File: config.mk
export PLATFORM = sky130hd
export DESIGN_NAME = warmboot_sequencer
export DESIGN_NICKNAME = d
export VERILOG_FILES = /design/src/rtl/warmboot_sequencer.sv
export SDC_FILE = /design/constraint.sdc
export NUM_CORES = 1
export LEC_CHECK = 0
export CAP_MARGIN = 5
export CORE_MARGIN = 3
export CORE_UTILIZATION = 40
export DETAILED_ROUTE_END_ITERATION = 10
export PLACE_DENSITY = 0.64
export SYNTH_ARGS = -nofsm -noshare
export SYNTH_HDL_FRONTEND = slang
export SYNTH_SLANG_ARGS = --single-unit
File: constraint.sdc
create_clock -name clk_48mhz -period 4.4 [get_ports clk_48mhz]
set_clock_uncertainty 0.05 [all_clocks]
set_input_delay 0.88 -clock clk_48mhz [delete_from_list [all_inputs] [get_ports clk_48mhz]]
set_output_delay 0.88 -clock clk_48mhz [all_outputs]
set_load 0.005 [all_outputs]
File: src/rtl/warmboot_sequencer.sv
// Warm-boot sequencer for the iCE40 SB_WARMBOOT primitive.
// Waits out SPI traffic, detaches USB, settles the image select, then asserts BOOT.
module warmboot_sequencer #(
  parameter int unsigned DETACH_CYCLES = 48000,
  parameter int unsigned SETTLE_CYCLES = 48,
  parameter logic [1:0]  DEFAULT_IMAGE = 2'b01,
  parameter int unsigned CNT_W         = 24
) (
  input  logic       clk_48mhz,
  input  logic       reset,
  input  logic       boot_req,
  input  logic [1:0] boot_image,
  input  logic       cancel,
  input  logic       spi_busy,
  output logic       usb_pu,
  output logic       wb_s1,
  output logic       wb_s0,
  output logic       wb_boot,
  output logic       busy,
  output logic [2:0] state_dbg
);

  typedef enum logic [2:0] {
    S_IDLE     = 3'd0,
    S_WAIT_SPI = 3'd1,
    S_DETACH   = 3'd2,
    S_SETTLE   = 3'd3,
    S_BOOT     = 3'd4
  } state_e;

  localparam logic [CNT_W-1:0] DETACH_LOAD = CNT_W'(DETACH_CYCLES - 1);
  localparam logic [CNT_W-1:0] SETTLE_LOAD = CNT_W'(SETTLE_CYCLES - 1);

  state_e           state_q, state_d;
  logic [CNT_W-1:0] cnt_q, cnt_d;
  logic [1:0]       img_q, img_d;
  logic [1:0]       sel_q, sel_d;
  logic             pu_q, pu_d;
  logic             boot_q, boot_d;
  logic             busy_q, busy_d;
  logic             cnt_zero;

  assign cnt_zero = (cnt_q == '0);

  always_comb begin
    state_d = state_q;
    cnt_d   = cnt_q;
    img_d   = img_q;
    sel_d   = sel_q;
    pu_d    = pu_q;
    boot_d  = boot_q;
    busy_d  = busy_q;
    unique case (state_q)
      S_IDLE: begin
        if (boot_req) begin
          img_d   = boot_image;
          state_d = S_WAIT_SPI;
          busy_d  = 1'b1;
        end
      end
      S_WAIT_SPI: begin
        if (cancel) begin
          state_d = S_IDLE;
          pu_d    = 1'b1;
          busy_d  = 1'b0;
        end else if (!spi_busy) begin
          state_d = S_DETACH;
          pu_d    = 1'b0;
          cnt_d   = DETACH_LOAD;
        end
      end
      S_DETACH: begin
        // A flash access during detach sends us back with no partial credit.
        if (cancel) begin
          state_d = S_IDLE;
          pu_d    = 1'b1;
          busy_d  = 1'b0;
        end else if (spi_busy) begin
          state_d = S_WAIT_SPI;
        end else if (cnt_zero) begin
          state_d = S_SETTLE;
          sel_d   = img_q;
          cnt_d   = SETTLE_LOAD;
        end else begin
          cnt_d   = cnt_q - 1'b1;
        end
      end
      S_SETTLE: begin
        if (cnt_zero) begin
          state_d = S_BOOT;
          boot_d  = 1'b1;
        end else begin
          cnt_d   = cnt_q - 1'b1;
        end
      end
      S_BOOT: begin
      end
      default: begin
        state_d = S_IDLE;
        cnt_d   = '0;
        img_d   = DEFAULT_IMAGE;
        sel_d   = DEFAULT_IMAGE;
        pu_d    = 1'b1;
        boot_d  = 1'b0;
        busy_d  = 1'b0;
      end
    endcase
  end

  always_ff @(posedge clk_48mhz) begin
    if (reset) begin
      state_q <= S_IDLE;
      cnt_q   <= '0;
      img_q   <= DEFAULT_IMAGE;
      sel_q   <= DEFAULT_IMAGE;
      pu_q    <= 1'b1;
      boot_q  <= 1'b0;
      busy_q  <= 1'b0;
    end else begin
      state_q <= state_d;
      cnt_q   <= cnt_d;
      img_q   <= img_d;
      sel_q   <= sel_d;
      pu_q    <= pu_d;
      boot_q  <= boot_d;
      busy_q  <= busy_d;
    end
  end

  assign usb_pu    = pu_q;
  assign wb_s1     = sel_q[1];
  assign wb_s0     = sel_q[0];
  assign wb_boot   = boot_q;
  assign busy      = busy_q;
  assign state_dbg = state_q;

endmodule

==> metrics.txt, run 1 <==
syn nets=266; CTS tree=built; Detail Route Antenna Nets=0; I/O pin total=15; # hold bufs at CTS=0; total power draw=between 0.0008 and 0.0009 W; root cell of the clock tree=clkbuf_8; Final nets=around 280; Synth Warn #=0; fin cells=337; status=finished clean; Post-synth EDFFs=0; Data arrival, critical path=3.10 ns; Seq. cell area=681 um^2; row count=25; gpl congestion=0.817; Antenna Cells=0; setup total negative slack=0 ns; layout cell share with drive strength beyond 1=11.9%; final setup violation count=0; number of global-route vias before repair=between 1.5k and 2k; WL/cell=13.7 um; H-tree Lvls=2; Seq cells post-synth=34; pins over their slew limit=0; clock slew at reported path FFs=0.07 ns; Clock Path Buffers=2; first-pass GRT wire length=8090 um; CTS sink count=34; DIE WIDTH=between 70 and 80 um; initial core utilization=42.2%; PwrDens=approximately 360 mW/mm^2; Mapped Area=slightly above 0.002 mm^2; crit path kind=input pin to register; total global routing overflow=0; # port buffers=14; Die Height=77.1 um; HP Class=register to register; final period utilization=roughly two thirds; Layout area overhead=13.6%; VDD IR max=216 uV; CTS buffer count=5; initial antenna violation count=0; CP Max Fanout=15; relative slew slack=49.6%; largest net degree at the start of global routing=24; post-synthesis sequential area ratio=33.7%; Worst-Margin Slew=0.756 ns; Die Footprint=about 0.0059 mm^2; Clk Latency, worst-skew pair=0.29 ns; Vias/cell=roughly 5.6; via count=~1.9k; area of the multi-input gates=0.00125 mm^2; GRT Overall Usage=16.9%; startpoint class of the critical path=input pin; DRT iter0 DRCs=101; CP required=4.56 ns; # Post-CTS Setup Buffers=0; Leakage=between 0.8 and 0.9 nW; Post-synth ARST share=0%; final hold violation count=0; core area=0.00479 mm^2; placed wire-length estimate=roughly 3300 um; first drt pass iteration count=4; drt total wl=between 4000 and 5000 um; count of cell types in the netlist=slightly below 60; max frequency=341 MHz; syn avg cell area=7.86 um^2; Cells after Synth=257; post-placement cell count=roughly 330; fill cell total of the finished layout=480; maxcap violations=0; Post-CTS Resized=0; top_reg_cell synth=dfxtp_1; crit end category=register; DRC viols=0; Final min period=2.93 ns; RSZ-0062 raised after global routing=false
[worst paths after layout]
check             slack (ns)       from        end  depth (start not counted)
hold / removal          0.41    wb_boot    wb_boot                          2
hold reg to reg         0.41    wb_boot    wb_boot                          2
setup reg to reg        1.85  cnt_q[16]  cnt_q[13]                          7
setup / recovery        1.47      reset  cnt_q[19]                          8
[synthesized netlist by cell type, types with 2 or more instances]
library cell	n	area (um^2)
buf_2	2	10.0
a22oi_1	2	15.0
o21ai_0	13	65.1
nor4_2	2	25.0
o41ai_1	3	26.3
nand3_1	8	40.0
nand2b_1	6	37.5
or2_2	3	18.8
and2_1	2	12.5
or4_1	2	15.0
nand2_1	19	71.3
a21oi_1	21	105
clkbuf_1	6	22.5
o311ai_1	3	26.3
nand2_2	2	12.5
nor2b_1	3	18.8
o31ai_1	6	45.0
nor3_2	2	20.0
buf_1	2	7.51
o21ai_1	11	55.1
buf_6	2	22.5
dfxtp_1	34	681
nor3_1	15	75.1
a211o_1	2	17.5
inv_1	5	18.8
nor2_1	36	135
and3_1	3	18.8
nor2_2	2	12.5
nor4_4	2	42.5
or3_1	4	25.0
a31oi_1	3	18.8
ha_1	2	25.0
a22o_1	3	26.3
a2111oi_0	2	17.5
[final cells by class]
| type | instances | share of cell area (%) |
|---|---|---|
| repair buffers | 17 | 7.09 |
| inverters | 6 | 0.981 |
| clock buffers | 7 | 3.76 |
| multi-input cells | 205 | 54.6 |
| well taps | 67 | 3.65 |
| flip-flops and latches | 34 | 29.7 |
| clock inverters | 1 | 0.218 |
[stage by stage]
step	setup WS, ns	hold WS, ns	cell area, um^2	util, %
finish	1.47	0.413	2290	47.9
global route	1.33	0.444	2290	47.9
CTS	1.48	0.418	2290	47.9
detailed placement	1.18	0.405	2200	46.0
global placement	1.23	0.404	2200	46.0
floorplan	2.01	0.387	2020	-
[routing by layer]
| layer | part of all wire, % | track usage [%] |
|---|---|---|
| met1 | 49 | 22.6 |
| met2 | 46 | 26.0 |
| met3 | 3.0 | 3.87 |
| met4 | 2.1 | 7.47 |
| met5 | 0 | 0 |
[sequential cells by signal (all words and copies together) (netlist names)]
register	cells
cnt_q	24
busy	1
state_dbg	3
img_q	2
usb_pu	1
wb_boot	1
sel_q	2
[critical path, stage by stage]
cell and delay, ns:
clkdlybuf4s50_1 0.39, buf_4 0.18, or2_2 0.32, nor2_2 0.26, o311ai_4 0.27, nand2b_1 0.27
or4_1 0.41, o21ai_1 0.12
[kinds of logic (layout without fill, tap and decap cells)]
kind of cell	count (synthesis)	count (layout)	synth area share (%)
AO/OA/AOI/OAI	82	82	27.5
XOR/XNOR	2	2	0.868
adder cells (fa/ha/maj)	2	2	1.24
buffers and inverters	18	31	4.21
flip-flops	34	34	33.7
multiplexers	1	1	0.558
AND/OR/NAND/NOR	118	118	31.9
[cells in the final DEF, fill, tap and decap left out, types with 3 or more instances in the layout]
master	synthesis	layout
o21ai_0	13	13
clkdlybuf4s50_1	0	14
nand2b_1	6	6
nand2_1	19	19
dfxtp_1	34	34
or3_1	4	4
or2_2	3	3
a22o_1	3	3
and3_1	3	3
clkbuf_8	0	6
nand3_1	8	8
inv_1	5	5
o311ai_1	3	3
nor2b_1	3	3
o21ai_1	11	11
o31ai_1	6	6
a31oi_1	3	3
nor3_1	15	15
nor2_1	36	36
buf_4	0	3
a21oi_1	21	21
o41ai_1	3	3
[where the power goes]
| group | internal [W] | total, W | switching, W |
|---|---|---|---|
| clock | 0.000126 | 0.000239 | 0.000113 |
| sequential | 0.000323 | 0.000346 | 0.0000235 |
| combinational | 0.0000920 | 0.000244 | 0.000152 |
No activity file was read; power rests on OpenSTA's default activity.
==> run 2: changes to the inputs <==
PLACE_DENSITY = 0.66   (was 0.64)
clock period = 2.58 ns   (was 4.4 ns; I/O delays follow)
==> metrics.txt, run 2 (same netlist as run 1, synthesis figures left out) <==
GRT Overall Usage=17.4% (+0.46 points); Clk Latency, worst-skew pair=0.29 ns (about the same); # hold bufs at CTS=0 (unchanged); CP delay by family, top=buffers and inverters; CP Max Fanout=18 (+3); crit end category=output port; first drt pass iteration count=4 (unchanged); status=finished clean; Clock Path Buffers=2 (unchanged); Slowest cell on crit path=dfxtp_1; maxcap violations=0 (unchanged); final hold violation count=0 (unchanged); Psw=0.000506 W (+76%); final setup violation count=0 (unchanged); clock slew at reported path FFs=0.07 ns (about the same); DRT iter0 DRCs=123 (+22%); Antenna Cells=0 (unchanged); VDD IR max=244 uV (+13%); switching share of power=35.1% (+0.33 points); Comb power frac=30.6% (+1.2 points); fill cell total of the finished layout=469 (-2.3%); Post-CTS Resized=0 (unchanged); HP Class=register to register; # port buffers=14 (unchanged); # Post-CTS Setup Buffers=0 (unchanged); number of global-route vias before repair=1847 (+6.2%); layout cell share with drive strength beyond 1=16.3% (+4.4 points); CP required=2.01 ns (-2.55 ns); I/O pin total=15 (unchanged); max FFs per register=24 (unchanged); initial core utilization=42.2% (unchanged); startpoint class of the critical path=register; DIE WIDTH=77.1 um (unchanged); row count=25 (unchanged); H-tree Lvls=2 (unchanged); Die Footprint=0.00594 mm^2 (unchanged); first-pass GRT wire length=8400 um (+3.9%); max incr delay on CP=0.68 ns (+0.27 ns); Vias/cell=5.54 (-0.74%); Worst-Margin Slew=0.582 ns (-0.173 ns); most frequent cells in the layout=36 x nor2_1, 34 x dfxtp_1, 21 x a21oi_1, 19 x nand2_1, 15 x nor3_1; Final min period=2.28 ns; CTS sink count=34 (unchanged); Seq pwr share=40.6% (-1.2 points); WL/cell=13.6 um (-0.66%); Data arrival, critical path=1.71 ns (-1.39 ns); PwrDens=596 mW/mm^2 (+65%); max frequency=439 MHz; Critical Path, Cell by Cell=buf_4 -> clkdlybuf4s50_1; via count=1938 (+3.1%); total global routing overflow=0 (unchanged); largest net degree at the start of global routing=21 (-13%); Final nets=291 (+4.7%); gpl congestion=0.819 (+0.33%); Leakage=0.968 nW (+7.9%); tightest hold margin=0.417 ns (+0.00398 ns); CTS buffer count=5 (unchanged); Clock Power Share=28.8% (about the same); Int Pwr=0.000937 W (+73%); commonest non-fill, non-tap cell in the layout=nor2_1; setup total negative slack=0 ns (unchanged); relative slew slack=60.6% (+11 points); pins over their slew limit=0 (unchanged); Largest Register=cnt_q; root cell of the clock tree=clkbuf_8; initial antenna violation count=0 (unchanged); final period utilization=88.3%; Buffers & Inverters on Critical Path=2 (unchanged); Die Height=77.1 um (unchanged); drt total wl=4750 um (+3.2%); core area=0.00479 mm^2 (unchanged); placed wire-length estimate=3520 um (+6.8%); CTS tree=built; Detail Route Antenna Nets=0 (unchanged); crit path kind=register to output port; Layout area overhead=19.9%; DRC viols=0 (unchanged); RSZ-0062 raised after global routing=false
[run 2: changes by cell type in the layout (fill, tap and decap cells not counted)]
cell / change
buf_12: +2
clkbuf_1: -1
buf_4: +11
clkinvlp_4: +1
[run 2: path summary, 6_finish.rpt]
| path | from | cells after the start | slack [ns] | end |
|---|---|---|---|---|
| min | wb_boot | 2 | 0.42 | wb_boot |
| max reg2reg | cnt_q[9] | 7 | 0.39 | cnt_q[13] |
| min reg2reg | wb_boot | 2 | 0.42 | wb_boot |
| max | state_dbg[0] | 2 | 0.30 | state_dbg[0] |
[run 2: worst reg2reg max path: cells and delay by family (launching register included)]
kind	cells	cell delay, ns
simple gates	2	0.64
flops	1	0.39
buf+inv	1	0.20
compound gates	4	0.77
[run 2: power by group through the flow]
stage | Clock [W] | Sequential, W | Combinational (W)
2_1_floorplan | 0 | 0.000585 | 0.000330
3_3_place_gp | 0 | 0.000598 | 0.000437
3_5_place_dp | 0 | 0.000598 | 0.000439
4_1_cts | 0.000431 | 0.000585 | 0.000442
5_1_grt | 0.000457 | 0.000591 | 0.000500
6_report | 0.000416 | 0.000586 | 0.000441
[run 2: area by class of cell]
class,count,area (um^2),area share [%]
Multi-Input combinational cell,205,1250,51.8
Sequential cell,34,681,28.1
Timing Repair Buffer,30,285,11.8
Tap cell,67,83.8,3.46
Clock buffer,6,82.6,3.41
Inverter,6,22.5,0.930
Clock inverter,2,12.5,0.517
[run 2: metrics by stage]
step	area (um^2)	setup WS [ns]	util [%]	cells	total power, W
after detailed placement	2330	0.0899	48.6	342	0.00104
final	2420	0.303	50.6	350	0.00144
after global routing	2420	0.144	50.6	350	0.00155
after floorplan	2020	0.558	-	257	0.000915
after CTS	2420	0.290	50.6	350	0.00146
after global placement	2330	0.125	48.6	342	0.00103
[run 2: per-layer routing]
| metal | part of all wire (%) | global-route usage (%) | routed length [um] | vias to the layer above |
|---|---|---|---|---|
| met2 | 45 | 28.0 | 2150 | 36 |
| li1 | - | - | - | 997 |
| met4 | 1.7 | 7.12 | 79 | 0 |
| met5 | 0 | 0 | 0 | - |
| met3 | 3.5 | 4.11 | 165 | 8 |
| met1 | 50 | 22.2 | 2350 | 897 |
==> run 3: changes to the inputs <==
PLACE_DENSITY = default   (was 0.66)
==> metrics.txt, run 3 (same netlist as run 1, synthesis figures left out) <==
CP delay by family, top=compound AO/OA/AOI/OAI gates; final period utilization=87.3% (-0.94 points); # hold bufs at CTS=0 (unchanged); DRT iter0 DRCs=130 (+5.7%); setup total negative slack=0 ns (unchanged); via count=1904 (-1.8%); placed wire-length estimate=3640 um (+3.5%); Layout area overhead=19.4%; gpl congestion=0.846 (+3.3%); maxcap violations=0 (unchanged); Slowest cell on crit path=nor4_4; startpoint class of the critical path=register; total power draw=0.00145 W (+0.47%); max frequency=444 MHz (+1.1%); clock slew at reported path FFs=0.07 ns (about the same); I/O pin total=15 (unchanged); WL/cell=13.9 um (+2.1%); initial core utilization=42.2% (unchanged); Reg2Reg Depth=7 (unchanged); row count=25 (unchanged); crit end category=register; Die Footprint=0.00594 mm^2 (unchanged); most frequent cells in the layout=36 x nor2_1, 34 x dfxtp_1, 21 x a21oi_1, 19 x nand2_1, 18 x buf_4; DRC viols=0 (unchanged); Vias/cell=5.41 (-2.3%); Critical Path, Cell by Cell=nor4_4 -> nand3_4 -> o311ai_4 -> buf_4 -> a21oi_1 -> o21ai_0 -> o311ai_0; Leakage=0.966 nW (-0.19%); status=finished clean; Clk Latency, worst-skew pair=0.29 ns (about the same); Area after DPL=0.00232 mm^2 (-0.43%); Worst-Margin Slew=0.635 ns (+0.0529 ns); HP Class=register to register; CP required=2.69 ns (+0.68 ns); Final Util=50.4% (-0.21 points); final setup violation count=0 (unchanged); Buffers & Inverters on Critical Path=1 (-1); relative slew slack=57.0% (-3.6 points); Data arrival, critical path=2.36 ns (+0.65 ns); CP Max Fanout=17 (-1); number of global-route vias before repair=1728 (-6.4%); Post-CTS Resized=0 (unchanged); pins over their slew limit=0 (unchanged); final hold violation count=0 (unchanged); root cell of the clock tree=clkbuf_8; CTS tree=built; initial antenna violation count=0 (unchanged); fill cell total of the finished layout=485 (+3.4%); GRT Overall Usage=17.0% (-0.32 points); VDD IR max=325 uV (+33%); Seq. cell area=681 um^2 (unchanged); Final nets=293 (+0.69%); DIE WIDTH=77.1 um (unchanged); CTS buffer count=5 (unchanged); drt total wl=4880 um (+2.7%); CTS sink count=34 (unchanged); core area=0.00479 mm^2 (unchanged); final non-filler cell area=0.00241 mm^2 (-0.41%); Levels on crit path=7 (+5); max FFs per register=24 (unchanged); Final min period=2.25 ns (-0.0242 ns); Die Height=77.1 um (unchanged); max incr delay on CP=0.43 ns (-0.25 ns); Antenna Cells=0 (unchanged); RSZ-0062 raised after global routing=false; Detail Route Antenna Nets=0 (unchanged); crit path kind=register to register; first drt pass iteration count=4 (unchanged); largest net degree at the start of global routing=19 (-9.5%); commonest non-fill, non-tap cell in the layout=nor2_1; area of the multi-input gates=0.00125 mm^2 (unchanged); PwrDens=601 mW/mm^2 (+0.89%); # port buffers=14 (unchanged); total global routing overflow=0 (unchanged); Clock Path Buffers=2 (unchanged); # Post-CTS Setup Buffers=0 (unchanged); Hold Crit Depth=2 (unchanged); Largest Register=cnt_q; layout cell share with drive strength beyond 1=16.8% (+0.59 points); H-tree Lvls=2 (unchanged); first-pass GRT wire length=8270 um (-1.6%)
-- run 3: changes by cell type in the layout (fill, tap and decap cells not counted), sizes merged --
cell  delta
buf      +2
-- run 3: power breakdown --
part	switching, W	internal, W
Sequential	0.0000338	0.000550
Combinational	0.000270	0.000173
Clock	0.000208	0.000215
-- run 3: path summary, 6_finish.rpt --
path	endpoint	slack [ns]	startpoint
setup reg to reg	cnt_q[13]	0.33	cnt_q[9]
hold reg to reg	wb_boot	0.41	wb_boot
setup / recovery	cnt_q[13]	0.33	cnt_q[9]
hold / removal	wb_boot	0.41	wb_boot
-- run 3: routing by layer --
layer | share of wire (%) | vias up | global-route usage [%] | wire (um)
met3 | 3.1 | 7 | 2.82 | 149
met1 | 53 | 863 | 25.0 | 2560
met2 | 43 | 33 | 25.0 | 2100
met5 | 0 | - | 0 | 0
li1 | - | 1001 | - | -
met4 | 1.3 | 0 | 6.05 | 65
-- run 3: cell type report --
| cell class | instances | share of cell area (%) |
|---|---|---|
| clock buffer | 6 | 3.43 |
| clock inverter | 2 | 0.519 |
| inverter | 6 | 0.934 |
| multi-input combinational | 205 | 52.0 |
| sequential | 34 | 28.2 |
| tap | 67 | 3.48 |
| timing repair buffer | 32 | 11.4 |
-- run 3: worst reg2reg max path, cell delays in order, from the launching register on --
cell and delay (ns):
dfxtp_1 0.39, nor4_4 0.43, nand3_4 0.21, o311ai_4 0.40, buf_4 0.29, a21oi_1 0.06
o21ai_0 0.15, o311ai_0 0.14
-- run 3: metrics by stage --
| stage | setup WS [ns] | instances | hold slack, ns |
|---|---|---|---|
| 6_report | 0.327 | 352 | 0.407 |
| 5_1_grt | 0.0993 | 352 | 0.428 |
| 4_1_cts | 0.318 | 352 | 0.407 |
| 3_5_place_dp | 0.0938 | 344 | 0.397 |
| 3_3_place_gp | 0.143 | 344 | 0.393 |
| 2_1_floorplan | 0.558 | 257 | 0.387 |
